File: src/rtl/instr_encoder.sv
// RV32 instruction word builder: validates format/opcode/immediate, then queues
// legal words in a 2-entry valid/ready FIFO and counts encoded/rejected requests.
module instr_encoder #(
  parameter int CNT_W = 16
) (
  input  logic             clk,
  input  logic             rst,
  input  logic             in_valid,
  output logic             in_ready,
  input  logic [2:0]       fmt,
  input  logic [6:0]       opcode,
  input  logic [4:0]       rd,
  input  logic [4:0]       rs1,
  input  logic [4:0]       rs2,
  input  logic [2:0]       funct3,
  input  logic [6:0]       funct7,
  input  logic [31:0]      imm,
  output logic             out_valid,
  input  logic             out_ready,
  output logic [31:0]      out_instr,
  output logic             err_valid,
  output logic [1:0]       err_code,
  output logic [CNT_W-1:0] enc_count,
  output logic [7:0]       err_count
);

  localparam logic [2:0] F_R = 3'd0, F_I = 3'd1, F_S = 3'd2,
                         F_B = 3'd3, F_U = 3'd4, F_J = 3'd5;

  typedef struct packed {
    logic [2:0]  fmt;
    logic [6:0]  opcode;
    logic [4:0]  rd;
    logic [4:0]  rs1;
    logic [4:0]  rs2;
    logic [2:0]  funct3;
    logic [6:0]  funct7;
    logic [31:0] imm;
  } enc_req_t;

  enc_req_t    req;
  logic        op_ok, imm_ok, legal, accept, push, pop;
  logic [1:0]  code;
  logic [31:0] word;

  logic [1:0][31:0] mem;
  logic             wr_ptr, rd_ptr;
  logic [1:0]       cnt;

  assign req = '{fmt: fmt, opcode: opcode, rd: rd, rs1: rs1, rs2: rs2,
                 funct3: funct3, funct7: funct7, imm: imm};

  always_comb begin
    op_ok  = 1'b0;
    imm_ok = 1'b1;
    case (req.fmt)
      F_R: op_ok = req.opcode[6:2] inside {5'b01100, 5'b01011, 5'b01110, 5'b10100};
      F_I: op_ok = req.opcode[6:2] inside {5'b00000, 5'b00001, 5'b00010, 5'b00011,
                                           5'b00100, 5'b00110, 5'b00111, 5'b11001};
      F_S: op_ok = req.opcode[6:2] inside {5'b01000, 5'b01001};
      F_B: op_ok = req.opcode[6:2] == 5'b11000;
      F_U: op_ok = req.opcode[6:2] inside {5'b00101, 5'b01101};
      F_J: op_ok = req.opcode[6:2] == 5'b11011;
      default: op_ok = 1'b0;
    endcase
    op_ok = op_ok & (req.opcode[1:0] == 2'b11);

    case (req.fmt)
      F_I, F_S: imm_ok = (&req.imm[31:11]) | ~(|req.imm[31:11]);
      F_B:      imm_ok = ((&req.imm[31:12]) | ~(|req.imm[31:12])) & ~req.imm[0];
      F_J:      imm_ok = ((&req.imm[31:20]) | ~(|req.imm[31:20])) & ~req.imm[0];
      F_U:      imm_ok = ~(|req.imm[11:0]);
      default:  imm_ok = 1'b1;
    endcase

    // format beats opcode beats immediate
    if (req.fmt > F_J)  code = 2'b01;
    else if (!op_ok)    code = 2'b10;
    else if (!imm_ok)   code = 2'b11;
    else                code = 2'b00;
    legal = (code == 2'b00);
  end

  always_comb begin
    word = '0;
    case (req.fmt)
      F_R: word = {req.funct7, req.rs2, req.rs1, req.funct3, req.rd, req.opcode};
      F_I: word = {req.imm[11:0], req.rs1, req.funct3, req.rd, req.opcode};
      F_S: word = {req.imm[11:5], req.rs2, req.rs1, req.funct3, req.imm[4:0], req.opcode};
      F_B: word = {req.imm[12], req.imm[10:5], req.rs2, req.rs1, req.funct3,
                   req.imm[4:1], req.imm[11], req.opcode};
      F_U: word = {req.imm[31:12], req.rd, req.opcode};
      F_J: word = {req.imm[20], req.imm[10:1], req.imm[11], req.imm[19:12],
                   req.rd, req.opcode};
      default: word = '0;
    endcase
  end

  assign in_ready  = (cnt != 2'd2);
  assign out_valid = (cnt != 2'd0);
  assign out_instr = out_valid ? mem[rd_ptr] : 32'h0;
  assign accept    = in_valid & in_ready;
  assign push      = accept & legal;
  assign pop       = out_valid & out_ready;

  always_ff @(posedge clk or posedge rst) begin
    if (rst) begin
      mem       <= '0;
      wr_ptr    <= 1'b0;
      rd_ptr    <= 1'b0;
      cnt       <= 2'd0;
      err_valid <= 1'b0;
      err_code  <= 2'b00;
      enc_count <= '0;
      err_count <= 8'd0;
    end else begin
      if (push) begin
        mem[wr_ptr] <= word;
        wr_ptr      <= ~wr_ptr;
        enc_count   <= enc_count + 1'b1;
      end
      if (pop) rd_ptr <= ~rd_ptr;
      case ({push, pop})
        2'b10:   cnt <= cnt + 2'd1;
        2'b01:   cnt <= cnt - 2'd1;
        default: cnt <= cnt;
      endcase
      err_valid <= accept & ~legal;
      err_code  <= (accept & ~legal) ? code : 2'b00;
      if (accept && !legal && err_count != 8'd255)
        err_count <= err_count + 8'd1;
    end
  end

endmodule

File: config.mk
export PLATFORM = sky130hd
export DESIGN_NAME = instr_encoder
export DESIGN_NICKNAME = d
export VERILOG_FILES = /design/src/rtl/instr_encoder.sv
export SDC_FILE = /design/constraint.sdc
export NUM_CORES = 1
export LEC_CHECK = 0
export BUFFER_PORTS_ARGS = -buffer_cell sky130_fd_sc_hd__buf_2
export CORE_MARGIN = 1
export CORE_UTILIZATION = 45
export CTS_CLUSTER_SIZE = 40
export DETAILED_ROUTE_END_ITERATION = 8
export HOLD_SLACK_MARGIN = 0.06
export PLACE_DENSITY = 0.69
export SLEW_MARGIN = 10
export SYNTH_ARGS = -nofsm -noshare
export SYNTH_HDL_FRONTEND = slang
export SYNTH_SLANG_ARGS = --single-unit
File: constraint.sdc
create_clock -name clk -period 3.6 [get_ports clk]
set_clock_uncertainty 0.15 [all_clocks]
set_input_delay 0.18 -clock clk [delete_from_list [all_inputs] [get_ports clk]]
set_output_delay 0.18 -clock clk [all_outputs]
set_load 0.02 [all_outputs]
# Word-level counts from Yosys, hierarchy flattened
# Cells that the tools add are included.
[totals]
reg_bits = 95
output_inout_bits = 61
word_cells = 97
[classes]
addsub = 4
magnitude_cmp = 4
n_eq_ne = 27
n_mux = 14
n_bitwise = 18
reduce_logical = 21
[op_table]
columns = ["cell", "count"]
rows = [
  ["32-bit one-hot mux with 6 select lines", 1],
  ["32-bit 2-to-1 mux", 4],
  ["64-bit bitwise mux", 1],
  ["32-bit demux with 1-bit select", 1],
  ["5-bit by 4-bit == test with 1-bit output (second input constant)", 6],
  ["12-bit OR reduction", 2],
  ["21-bit AND reduction", 1],
  ["21-bit OR reduction", 1],
  ["5-bit by 3-bit == test with 1-bit output (second input constant)", 4],
  ["5-bit == test (second input constant)", 4],
  ["20-bit AND reduction", 1],
  ["20-bit OR reduction", 1],
  ["16-bit by 1-bit adder with 16-bit output (second input constant)", 1],
  ["12-bit AND reduction", 1],
  ["5-bit by 2-bit == test with 1-bit output (second input constant)", 2],
  ["8-bit by 1-bit adder with 8-bit output (second input constant)", 1],
  ["2-bit 2-to-1 mux", 4],
  ["8-bit != test (second input constant)", 1],
  ["1-bit NOT", 8],
  ["2-bit nonzero test", 4],
  ["8-bit nonzero test", 1],
  ["1-bit AND", 7],
  ["3-bit by 2-bit == test with 1-bit output (second input constant)", 2],
  ["3-bit == test (second input constant)", 2],
  ["other kinds (21)", 27],
]

# Logic depth before layout (Yosys ltp)
# Gate-level depths: netlist (run 1).
[depth]
ltp_word = 12
depth_mapped = 16

# Worst setup path after synthesis (run 1)
# OpenSTA, ideal clock, no wires.
[synth_timing]
kind = "input to register"
start = "input fmt[1]"
end = "register cnt[1]"
setup_ns = 0.079
t_arrival_ns = 2.752
required_time_ns = 3.371
slack_ns = 0.618
cell_stages = 15
n_path_buf = 1
cell_sequence = "buf_2 > nor2b_1 > nand2_1 > inv_1 > ha_1 > nor2_1 > o211a_1 > o21ai_1 > a2111oi_4 > o32ai_2 > nor2_1 > inv_1 > ha_1 > nor2_1 > xor2_1"
[synth_via]
elab_chain_len = 10
[synth_lines]
columns = ["item", "line_no", "source"]
rows = [
  ["start, declared", "10", "input logic [2:0] fmt,"],
  ["3-bit by 2-bit == test with 1-bit output or 3-bit by 1-bit == test with 1-bit output (tied branches)", "56, 68", ""],
  ["2-bit OR reduction", "68", "case (req.fmt)"],
  ["1-bit one-hot mux with 4 select lines", "68", ""],
  ["2-bit 2-to-1 mux", "79", "else if (!imm_ok) code = 2'b11;"],
  ["2-bit 2-to-1 mux", "78", "else if (!op_ok) code = 2'b10;"],
  ["2-bit 2-to-1 mux (*)", "77", "if (req.fmt > F_J) code = 2'b01;"],
  ["2-bit zero test (*)", "81", "legal = (code == 2'b00);"],
  ["1-bit AND (*)", "103", "assign push = accept & legal;"],
  ["2-bit by 1-bit == test with 1-bit output or 2-bit == test (tied branches)", "123", "case ({push, pop})"],
  ["2-bit one-hot mux with 2 select lines or 2-bit nonzero test (tied branches)", "-", ""],
  ["end signal, assigned", "124", "2'b10: cnt <= cnt + 2'd1;"],
  ["end signal, assigned", "125", "2'b01: cnt <= cnt - 2'd1;"],
  ["end signal, assigned", "126", "default: cnt <= cnt;"],
  ["end, declared", "48", "logic [1:0] cnt;"],
]
# Mark *: on every way between the ends. The rest lies on a longest branch, timed or not.
# A chain may end at the register's enable or synchronous reset.

# Worst setup path after layout (run 1)
[layout_timing]
start = "input fmt[0]"
end = "register cnt[1]"
# The elaborated chain is that of the path after synthesis.

==> impl_results.md, run 1 <==
* Crit-path max cell delay at 430 ps
* Internal power at around 0.0021 W
* Total core area at 0.0110 mm²
* Worst-skew pair later-pin latency at between 300 and 400 ps
* Cell Area, Synth at between 0.005 and 0.006 mm²
* Placer Congestion at 0.806
* Cell count of the worst reg-to-reg path at 6
* Die area at 0.0119 mm²
* CP max FO at 15
* IO Count at around 130
* Status: complete, no violations
* Reg2reg setup slack at 1200 ps
* Max-Cap Viols at 0
* Proportion of layout cells with a drive suffix above 1 at 0.327
* P per Cell Area at 485 mW/mm²
* Antenna violations before repair at 3
* End of the worst register-to-register path: enc_count[7]
* Inst Count DP at 742
* Sequential Power Share at 0.436
* Syn Area/Cell at 10.7 µm²
* Die Height at 109 µm
* First-pass GRT wire length at between 20000 and 25000 µm
* Static Leak at 3.38 nW
* DP Area at about 0.006 mm²
* Seq cells post-synth at 95
* DRC viols at 0
* DRT Pass-1 Iters at 5
* Clock transition at the registers of the reported paths at around 70 ps
* Sequential share of the synthesized area at 0.460
* Tcrit/Tclk final at 0.844
* Cell Chain, Critical Path: buf_2, nor2b_1, nand2_1, inv_1, ha_1, nor2_1, o211a_1, o21ai_1, a2111oi_4, o32ai_2, nor2_1, buf_4, inv_1, ha_1, nor2_1, xor2_1
* Yosys Warn Count at 0
* CTS sink count at 95
* Pre-CTS setup slack at 255 ps
* Max Freq at 329 MHz
* Slew Limit Fails at 0
* Area share of the largest cell type after synthesis at 0.460
* Most frequent cells in the layout: buf_2 (131), dfrtp_1 (94), nor2_1 (45)
* Area leader, netlist: dfrtp_1
* Worst r2r src: cnt[0]
* Worst Path Arrival at between 3000 and 4000 ps
* H-tree lvl count at 3
* Worst path bufs/invs at 4
* Non-filler cells, final at ~760
* Most common cell after layout, fill and taps aside: buf_2
* Worst slew pin tran at 1060 ps
* Root Driver: clkbuf_16
* Post-synthesis cell count at 484
* Post-route cell area at about 0.0064 mm²
* Nets at 692
* Routed vias at 4273
* DR vias/cell at 5.61
* Combinational Power Share at 0.232
* RSZ-0062 raised after global routing: false
* Post_cts resized at 0
* 1st-iter DRT viols at between 300 and 400
* Crit path time final at around 3000 ps
* Final Hold Vio Count at 0
* Worst rel slew slack at 0.291
* Setup WS post-layout at 562 ps
* Setup TNS at 0 ps
* Global route overflow at 0
* Final total power at 0.00308 W
* CTS tree: done
* Worst Hold Path EP: mem[16]
* Post-Route WL at 13200 µm
* Deepest clock path buffer count at 2
* Switching portion of total power at 0.325
* CP most frequent cell: nor2_1
* Psw at 0.00100 W
* Number of global-route vias before repair at 4242
* Setup violators final at 0
* CP top delay family: compound AO/OA/AOI/OAI gates
* Netlist cell types at 48
* Area contributors post-synth: dfrtp_1 (46%), mux2i_1 (7.7%), mux2_2 (7.2%), mux2_1 (6.3%), xor2_1 (3.4%)
* Startpoint Class: input port
* Hold WC Path Type: in -> reg
* Hold Path Depth at 3
* Nature of the critical path endpoint: flip-flop
* Setup Fix Bufs, Post-CTS at 0
* GRT Overall Usage at 0.226
* Worst EP required at 3710 ps
* Num CTS Buffers at 9
* Setup CP Type: in -> reg
* Pin count of the biggest net entering global routing at 42
* Die W at between 100 and 150 µm
* Max VDD drop at 0.000433 V
* Area Growth Syn to Fin at 22.9%
* Syn Nets at 560
* Initial Util at 0.469
* Highest-delay cell along the critical path: a2111oi_4
* Hold_sp: rs1[1]
* Number of port buffers at 131
* Clk pwr share at 0.332
* DPL Wire Length at about 9500 µm
* Row count at 38
* Per-cell routed wire length at 17.3 µm
* Post-route ant nets at 0
## Yosys cell counts (all sizes together)
cell and n:
clkbuf 15, nand2 27, or4 4, mux2 62, mux2i 40, or2 3
nand4 10, o41ai 1, a22oi 16, or4bb 1, nor4 13, a2111oi 1
and2b 1, o32a 1, nand3b 1, o211ai 2, nand2b 5, a211oi 2
a2111o 1, and2 3, ha 5, a22o 8, nor2b 3, buf 11
o211a 1, o22ai 7, nor3 15, nor2 46, xnor2 7, nand3 14
or3 2, o32ai 1, nor4b 1, nor3b 2, a21oi 7, xor2 20
dfrtp 95, a31oi 2, inv 15, o21ai 13
## layout make-up
class / count / area, µm²
timing repair buffer: 147 / 796
tap: 140 / 175
sequential: 95 / 2380
inverter: 15 / 58.8
multi-input combinational: 348 / 2620
antenna: 1 / 2.50
clock buffer: 9 / 225
fill: 993 / 4680
clock inverter: 7 / 95.1
## logic make-up after synthesis
family                     after synthesis  synth area share
AOI/OAI and AO/OA                       63            0.0901
xor gates and xnor gates                27            0.0458
adders and majority gates                5            0.0121
buffers and inverters                   41            0.0336
DFF                                     95             0.460
muxes                                  102             0.213
and+or+nand+nor                        151             0.146
## metal layers
layer / wire [µm] / GRT usage
met2: 6140 / 0.366
met3: 912 / 0.0520
met4: 154 / 0.0610
met1: 5970 / 0.305
met5: 30 / 0
## power by group through the flow
stage	registers (W)	logic, W	clock network [W]
2_1_floorplan	0.00130	0.000511	0
6_report	0.00135	0.000714	0.00102
3_5_place_dp	0.00136	0.000719	0
4_1_cts	0.00135	0.000723	0.00104
5_1_grt	0.00136	0.000779	0.00108
3_3_place_gp	0.00136	0.000706	0
## through the flow
stage	util	hold WS (ps)
after global routing	0.576	76.6
after floorplan	-	204
final	0.576	72.4
after detailed placement	0.544	116
after CTS	0.576	62.1
after global placement	0.544	105
## state kept, by name (all words and copies together) (netlist names)
signal     flops
rd_ptr         1
mem           64
err_count      8
err_code       2
err_valid      1
enc_count     16
cnt            2
wr_ptr         1
## what timing repair did
| action | 4_1_cts | 5_1_grt |
|---|---|---|
| hold buffers | 3 | 0 |
| setup endpoints to repair | 0 | 0 |
| endpoints found under the hold margin | 42 | 0 |
## tightest hold or removal path, stage by stage
cell,delay (ps)
buf_2,70
a22o_1,150
mux2_1,130
## how the worst max path moves through the flow
stage               startpoint     end  slack, ps  cells after the start
finish                  fmt[0]  cnt[1]        560                     16
global route            fmt[0]  cnt[1]        320                     16
floorplan               fmt[1]  cnt[1]        620                     15
CTS                     fmt[0]  cnt[1]        610                     16
global placement        fmt[1]  cnt[1]        350                     16
detailed placement      fmt[0]  cnt[1]        250                     16
No activity file was read; power rests on OpenSTA's default activity.
==> inputs of run 2 (changes only) <==
- ABC_AREA: unset -> 1
- clock period: 3.6 -> 3.2 ns (I/O delays scaled with it)
==> run 2 against run 1 <==
Synthesized cell count up 66%. Cell area is 6.1% higher. First-iteration DRC count up 40%. Non-clock buffer count is 3 lower. Register-to-register slack got worse by 440 ps. Routed wire length increased by 21%. Final cell count rose by 44%. Critical path type unchanged. Clock power is 4% higher. Setup slack better by 120 ps. Sequential cell count did not move. Sequential share of layout area is 2.2 points lower.
==> impl_results.md, run 2 <==
* Status: complete, no violations
* Total core area at 0.0122 mm² (+10%)
* Static Leak at 3.66 nW (+8.3%)
* Initial Util at 0.466 (-0.00304)
* Deepest clock path buffer count at 2 (unchanged)
* # fillers at 1251 (+26%)
* Area share of the largest cell type after synthesis at 0.420 (-0.0400)
* Max-Cap Viols at 0 (unchanged)
* Die Height at 114 µm (+4.6%)
* DRT Pass-1 Iters at 5 (unchanged)
* Per-cell routed wire length at 14.6 µm (-16%)
* Sequential Power Share at 0.381 (-0.055)
* Post-synthesis adder-cell area fraction at 0.0110 (-0.00105)
* Post-route ant nets at 0 (unchanged)
* Tcrit/Tclk final at 0.788
* Post-Synth Simple-Gate Area at 0.362 (+0.216)
* Max VDD drop at 0.000288 V (-33%)
* Post-route cell area at 0.00674 mm² (+6.1%)
* GRT Overall Usage at 0.254 (+0.0279)
* Nature of the critical path endpoint: flip-flop
* Biggest regs: mem x64, enc_count x16, err_count x8
* Global route overflow at 0 (unchanged)
* Crit path time final at around 2500 ps
* Area leader, netlist: dfrtp_1
* Number of port buffers at 131 (unchanged)
* Worst EP required at 3270 ps (-440 ps)
* Psw at 0.00164 W (+64%)
* Slew Limit Fails at 0 (unchanged)
* Crit-path max cell delay at 340 ps (-90 ps)
* Switching portion of total power at 0.400 (+0.0750)
* Post-CTS Hold Fix Bufs at 2 (-1)
* Root Driver: clkbuf_16
* CP most frequent cell: nand2_1
* Nets at 999 (+44%)
* Hold_sp: funct7[2]
* Highest-delay cell along the critical path: ha_1
* Final Hold Vio Count at 0 (unchanged)
* Mux contribution to synthesized area at 0 (-0.213)
* Worst Path Arrival at 2590 ps (-560 ps)
* Post-Route WL at 16000 µm (+21%)
* Critical Path Start: fmt[2]
* Most used DFF post-synth: dfrtp_1
* Syn Area/Cell at 7.03 µm² (-34%)
* Largest family of logic cells by synthesized area: simple AND/OR/NAND/NOR gates
* Worst path bufs/invs at 3 (-1)
* Area contributors post-synth: dfrtp_1 (42%), nand2_1 (21%), nand3_1 (7.3%), inv_1 (4.2%), nor2_1 (3.6%)
* DR vias/cell at 5.17 (-7.8%)
* Footprint of the multi-input gates at 0.00283 mm² (+8.1%)
* Most common cell after layout, fill and taps aside: nand2_1
* Worst r2r src: cnt[0]
* Pin count of the biggest net entering global routing at 61 (+45%)
* Clock transition at the registers of the reported paths at 60 ps (about the same)
* Final core occ at 0.554 (-0.0215)
* Num CTS Buffers at 9 (unchanged)
* Setup TNS at 0 ps (unchanged)
* Netlist cell types at 33 (-31%)
* Cell Area, Synth at 0.00566 mm² (+9.5%)
* Sequential share of the synthesized area at 0.420 (-0.0400)
* Row count at 40 (+5.3%)
* Synth top cells by count: nand2_1 (321), dfrtp_1 (95), nand3_1 (83)
* Antenna violations before repair at 0 (-3)
* Setup CP Type: in -> reg
* Die W at 114 µm (+4.6%)
* Antenna Cells at 0 (-1)
* P per Cell Area at 610 mW/mm² (+26%)
* IO Count at 132 (unchanged)
* Async set-reset flop share out of synthesis at 1.00 (unchanged)
* Most frequent cell after synthesis: nand2_1
* Setup Fix Bufs, Post-CTS at 0 (unchanged)
* Proportion of layout cells with a drive suffix above 1 at 0.180 (-0.147)
* Startpoint Class: input port
* Max reg flops at 64 (unchanged)
* Number of global-route vias before repair at 5231 (+23%)
* Post_cts resized at 0 (unchanged)
* Placer Congestion at 0.930 (+15%)
* Most frequent cells in the layout: nand2_1 (321), buf_2 (131), dfrtp_1 (95)
* CP top delay family: simple AND/OR/NAND/NOR gates
* Clk pwr share at 0.259 (-0.073)
* Register area at 0.00238 mm² (about the same)
* Worst slew pin tran at 854 ps (-210 ps)
* EDFF count, synth at 0 (unchanged)
* Hold WC Path Type: in -> reg
* CTS sink count at 95 (unchanged)
* DRC viols at 0 (unchanged)
* Seq cells post-synth at 95 (unchanged)
* DP Area at 0.00643 mm² (+7.2%)
* Non-filler cells, final at 1096 (+44%)
* Worst-skew pair later-pin latency at 340 ps (about the same)
* Register bank with the most flops: mem
* Worst rel slew slack at 0.430 (+0.139)
* CP max FO at 10 (-5)
* Final total power at 0.00411 W (+33%)
* CTS tree: done
* Combinational Power Share at 0.360 (+0.128)
* Area Growth Syn to Fin at 19.1%
* 1st-iter DRT viols at 425 (+40%)
* Die area at 0.0130 mm² (+9.4%)
* First-pass GRT wire length at 25800 µm (+25%)
* RSZ-0062 raised after global routing: false
* DPL Wire Length at 11300 µm (+19%)
* Inst Count DP at 1078 (+45%)
* Internal power at 0.00247 W (+19%)
* Yosys Warn Count at 0 (unchanged)
* H-tree lvl count at 3 (unchanged)
* Cell Chain, Critical Path: buf_2, inv_2, nor2_4, nand2_2, inv_1, ha_1, nor2_1, nand2_1, nand2_1, nand2_1, a21oi_4, nand3_1, ha_1, a21oi_1, o21ai_0, xnor2_1
* Post-synthesis compound-gate area fraction at 0.0902 (+0.000115)
* Post-synthesis cell count at 805 (+66%)
* Setup violators final at 0 (unchanged)
* Routed vias at 5668 (+33%)
* Post-Synth XOR/XNOR Area at 0.0371 (-0.00862)
* Max Freq at 397 MHz
* Syn Nets at 881 (+57%)
[run 2: cell types whose count changed in the layout (fill, tap and decap cells not counted), moves of 13 or more]
| cell | delta |
|---|---|
| mux2i_1 | -40 |
| mux2_2 | -33 |
| mux2_1 | -29 |
| a21oi_1 | +32 |
| nand2_1 | +294 |
| nand3_1 | +69 |
| nor4_1 | -13 |
| a22oi_1 | -16 |
| inv_1 | +49 |
[run 2: cells by family (layout without fill, tap and decap cells)]
family,count (synthesis),after routing
simple gates,491,491
buf+inv,102,225
flops,95,95
compound gates,88,88
xor+xnor,24,24
fa+ha+maj,5,5
[run 2: worst min-delay path, delay by kind of cell]
family,cells,cell delay [ps]
AND/OR/NAND/NOR,3,180
buffers and inverters,1,70
AO/OA/AOI/OAI,1,100
[run 2: metal layers]
metal / part of all wire / up-vias / wire, µm / global-route usage
li1: - / 2828 / - / -
met1: 0.46 / 2594 / 7410 / 0.366
met2: 0.45 / 225 / 7120 / 0.398
met3: 0.070 / 21 / 1120 / 0.0355
met4: 0.019 / 0 / 306 / 0.0762
met5: 0 / - / 0 / 0
[run 2: worst paths after layout]
check / end / slack, ps / depth (start not counted)
worst max-delay path: cnt[1] / 680 / 16
worst min-delay path: mem[59] / 60 / 5
worst max register to register: cnt[1] / 760 / 9
worst min register to register: mem[33] / 300 / 2
max in group asynchronous: mem[24] / 1810 / 4
min in group asynchronous: enc_count[4] / 370 / 3
[run 2: stage by stage]
stage          hold slack [ps]  setup slack [ps]
6_report                  64.3               679
3_5_place_dp               204               346
5_1_grt                   91.5               490
2_1_floorplan              229               413
3_3_place_gp               202               479
4_1_cts                   60.4               696
[run 2: cell type report]
| class | instances | share of cell area |
|---|---|---|
| well taps | 168 | 0.0312 |
| inverters | 65 | 0.0364 |
| clock buffers | 13 | 0.0371 |
| multi-input cells | 608 | 0.420 |
| repair buffers | 144 | 0.116 |
| clock inverters | 3 | 0.00631 |
| flip-flops and latches | 95 | 0.353 |
[run 2: power by group through the flow]
stage	clock network [W]	registers (W)	logic (W)
3_3_place_gp	0	0.00158	0.00147
4_1_cts	0.00108	0.00157	0.00148
3_5_place_dp	0	0.00159	0.00148
5_1_grt	0.00113	0.00160	0.00163
2_1_floorplan	0	0.00166	0.000883
6_report	0.00106	0.00157	0.00148
==> inputs of run 3 (changes only) <==
- ABC_AREA: 1 -> 0
- clock period: 3.2 -> 2.5 ns (I/O delays scaled with it)
==> run 3 against run 2 <==
Routed wire length is 14% lower. Critical path type unchanged. Final cell count is 25% lower. Global-route usage is 1.6 points lower. Utilization is 7.5 points higher. Register-to-register slack worse by 470 ps. First-iteration DRC count is 39% lower. Non-clock buffer count is 64 higher. Via count is 21% lower. Combinational power is 18% lower. Setup slack worse by 630 ps.
==> impl_results.md, run 3 (synthesized netlist as in run 1, its figures left out) <==
* Global route overflow at 0 (unchanged)
* Per-cell routed wire length at 16.6 µm (+14%)
* Max VDD drop at 0.000615 V (+110%)
* Static Leak at 3.67 nW (+0.30%)
* Setup violators final at 0 (unchanged)
* Antenna violations before repair at 1 (+1)
* CTS tree: done
* Area Growth Syn to Fin at 34.3%
* Pin count of the biggest net entering global routing at 37 (-39%)
* Placer Congestion at 0.886 (-4.8%)
* DPL Wire Length at 9860 µm (-13%)
* Die Height at 109 µm (-4.4%)
* Most common cell after layout, fill and taps aside: buf_2
* Worst rel slew slack at 0.557 (+0.127)
* Inst Count DP at 787 (-27%)
* Proportion of layout cells with a drive suffix above 1 at 0.391 (+0.212)
* DRT Pass-1 Iters at 4 (-1)
* IO Count at 132 (unchanged)
* Final Hold Vio Count at 0 (unchanged)
* Worst Path Arrival at 2530 ps (-60 ps)
* DRC viols at 0 (unchanged)
* Cell Chain, Critical Path: buf_2, nor2b_4, nand2_2, inv_2, ha_1, nor2_1, o211a_1, o21ai_2, a2111oi_4, o32ai_4, nor3_4, buf_12, mux2_1
* CTS sink count at 95 (unchanged)
* Max-Cap Viols at 0 (unchanged)
* CP max FO at 32 (+22)
* Max Freq at 408 MHz
* Nets at 753 (-25%)
* Num CTS Buffers at 9 (unchanged)
* Row count at 38 (-5.0%)
* Post-route ant nets at 0 (unchanged)
* Number of global-route vias before repair at 4436 (-15%)
* Worst slew pin tran at 664 ps (-190 ps)
* Total core area at 0.0110 mm² (-9.3%)
* 1st-iter DRT viols at 260 (-39%)
* Root Driver: clkbuf_16
* Most frequent cells in the layout: buf_2 (131), dfrtp_1 (94), buf_4 (54)
* Setup Fix Bufs, Post-CTS at 0 (unchanged)
* P per Cell Area at 636 mW/mm² (+4.3%)
* Antenna Cells at 0 (unchanged)
* Hold WC Path Type: in -> reg
* Max reg flops at 64 (unchanged)
* GRT Overall Usage at 0.238 (-0.0161)
* DR vias/cell at 5.47 (+5.9%)
* Slew Limit Fails at 0 (unchanged)
* Biggest regs: mem x64, enc_count x16, err_count x8
* Crit-path max cell delay at 400 ps (+60 ps)
* Setup TNS at 0 ps (unchanged)
* Status: complete, no violations
* Number of port buffers at 131 (unchanged)
* Startpoint Class: input port
* Final core occ at 0.629 (+0.0751)
* Initial Util at 0.469 (+0.00304)
* RSZ-0062 raised after global routing: true
* Setup CP Type: in -> reg
* Highest-delay cell along the critical path: a2111oi_4
* Worst-skew pair later-pin latency at 350 ps (about the same)
* First-pass GRT wire length at 21400 µm (-17%)
* Routed vias at 4500 (-21%)
* WHS at 63.5 ps (-0.798 ps)
* Post-Route WL at 13700 µm (-14%)
* Nature of the critical path endpoint: flip-flop
* Clock transition at the registers of the reported paths at 70 ps (about the same)
* Worst EP required at 2570 ps (-700 ps)
* Die area at 0.0119 mm² (-8.6%)
* Non-filler cells, final at 822 (-25%)
* Deepest clock path buffer count at 2 (unchanged)
* Die W at 109 µm (-4.4%)
* Tcrit/Tclk final at 0.981
* H-tree lvl count at 3 (unchanged)
* Register bank with the most flops: mem
* Crit path time final at approximately 2500 ps
-- run 3: cell types whose count changed in the layout (fill, tap and decap cells not counted), sizes merged, moves of 12 or more --
| cell | delta |
|---|---|
| dlygate4sd3 | +17 |
| a21oi | -33 |
| o21ai | -16 |
| mux2i | +40 |
| buf | +47 |
| a22oi | +16 |
| nor2 | -12 |
| nor4 | +13 |
| nand3 | -70 |
| mux2 | +62 |
| nand2 | -296 |
| inv | -46 |
-- run 3: cell type report --
class / count / area, µm²
clock buffers: 9 / 225
clock inverters: 7 / 62.6
fillers: 893 / 4090
inverters: 15 / 60.1
multi-input cells: 348 / 2710
flip-flops and latches: 95 / 2380
well taps: 140 / 175
repair buffers: 208 / 1330
-- run 3: per-stage QoR --
stage                     worst slack, ps  power, W  cell area [µm²]
after CTS                            51.3   0.00446             6940
after floorplan                      -129   0.00263             5280
after global routing                -49.4   0.00464             6940
after global placement               -232   0.00308             6460
final                                46.9   0.00442             6940
after detailed placement             -312   0.00310             6460
-- run 3: path summary, 6_finish.rpt --
kind / from / endpoint / slack (ps) / cells past startpoint
worst max-delay path: fmt[0] / mem[21] / 50 / 13
worst min-delay path: rs2[0] / mem[20] / 60 / 4
worst max register to register: cnt[0] / enc_count[7] / 290 / 6
worst min register to register: enc_count[15] / enc_count[15] / 320 / 1
max in group asynchronous: rst / mem[3] / 1320 / 4
min in group asynchronous: rst / wr_ptr / 270 / 3
-- run 3: repair_timing --
| action | CTS | global route |
|---|---|---|
| endpoints found under the setup margin | 0 | 31 |
| hold buffers | 19 | 0 |
| hold endpoints to repair | 54 | 0 |
| resized for setup | 0 | 2 |
-- run 3: critical path, delay by kind of cell --
family          cells  cell delay, ps
simple gates        4             540
compound gates      4             810
fa+ha+maj           1             220
buf+inv             3             460
mux                 1             360
-- run 3: report_power, final --
part           switching, W  internal (W)  total (W)  leakage (nW)
registers          0.000194       0.00167    0.00187          1.28
clock network      0.000637      0.000696    0.00133         0.139
logic              0.000682      0.000536    0.00122          2.25
total               0.00151       0.00290    0.00442          3.67
-- run 3: per-layer routing --
metal,share of wire,GRT usage,wire length (µm)
met1,0.45,0.297,6090
met2,0.48,0.408,6590
met3,0.055,0.0454,756
met4,0.016,0.0895,225
met5,0.00059,0,8
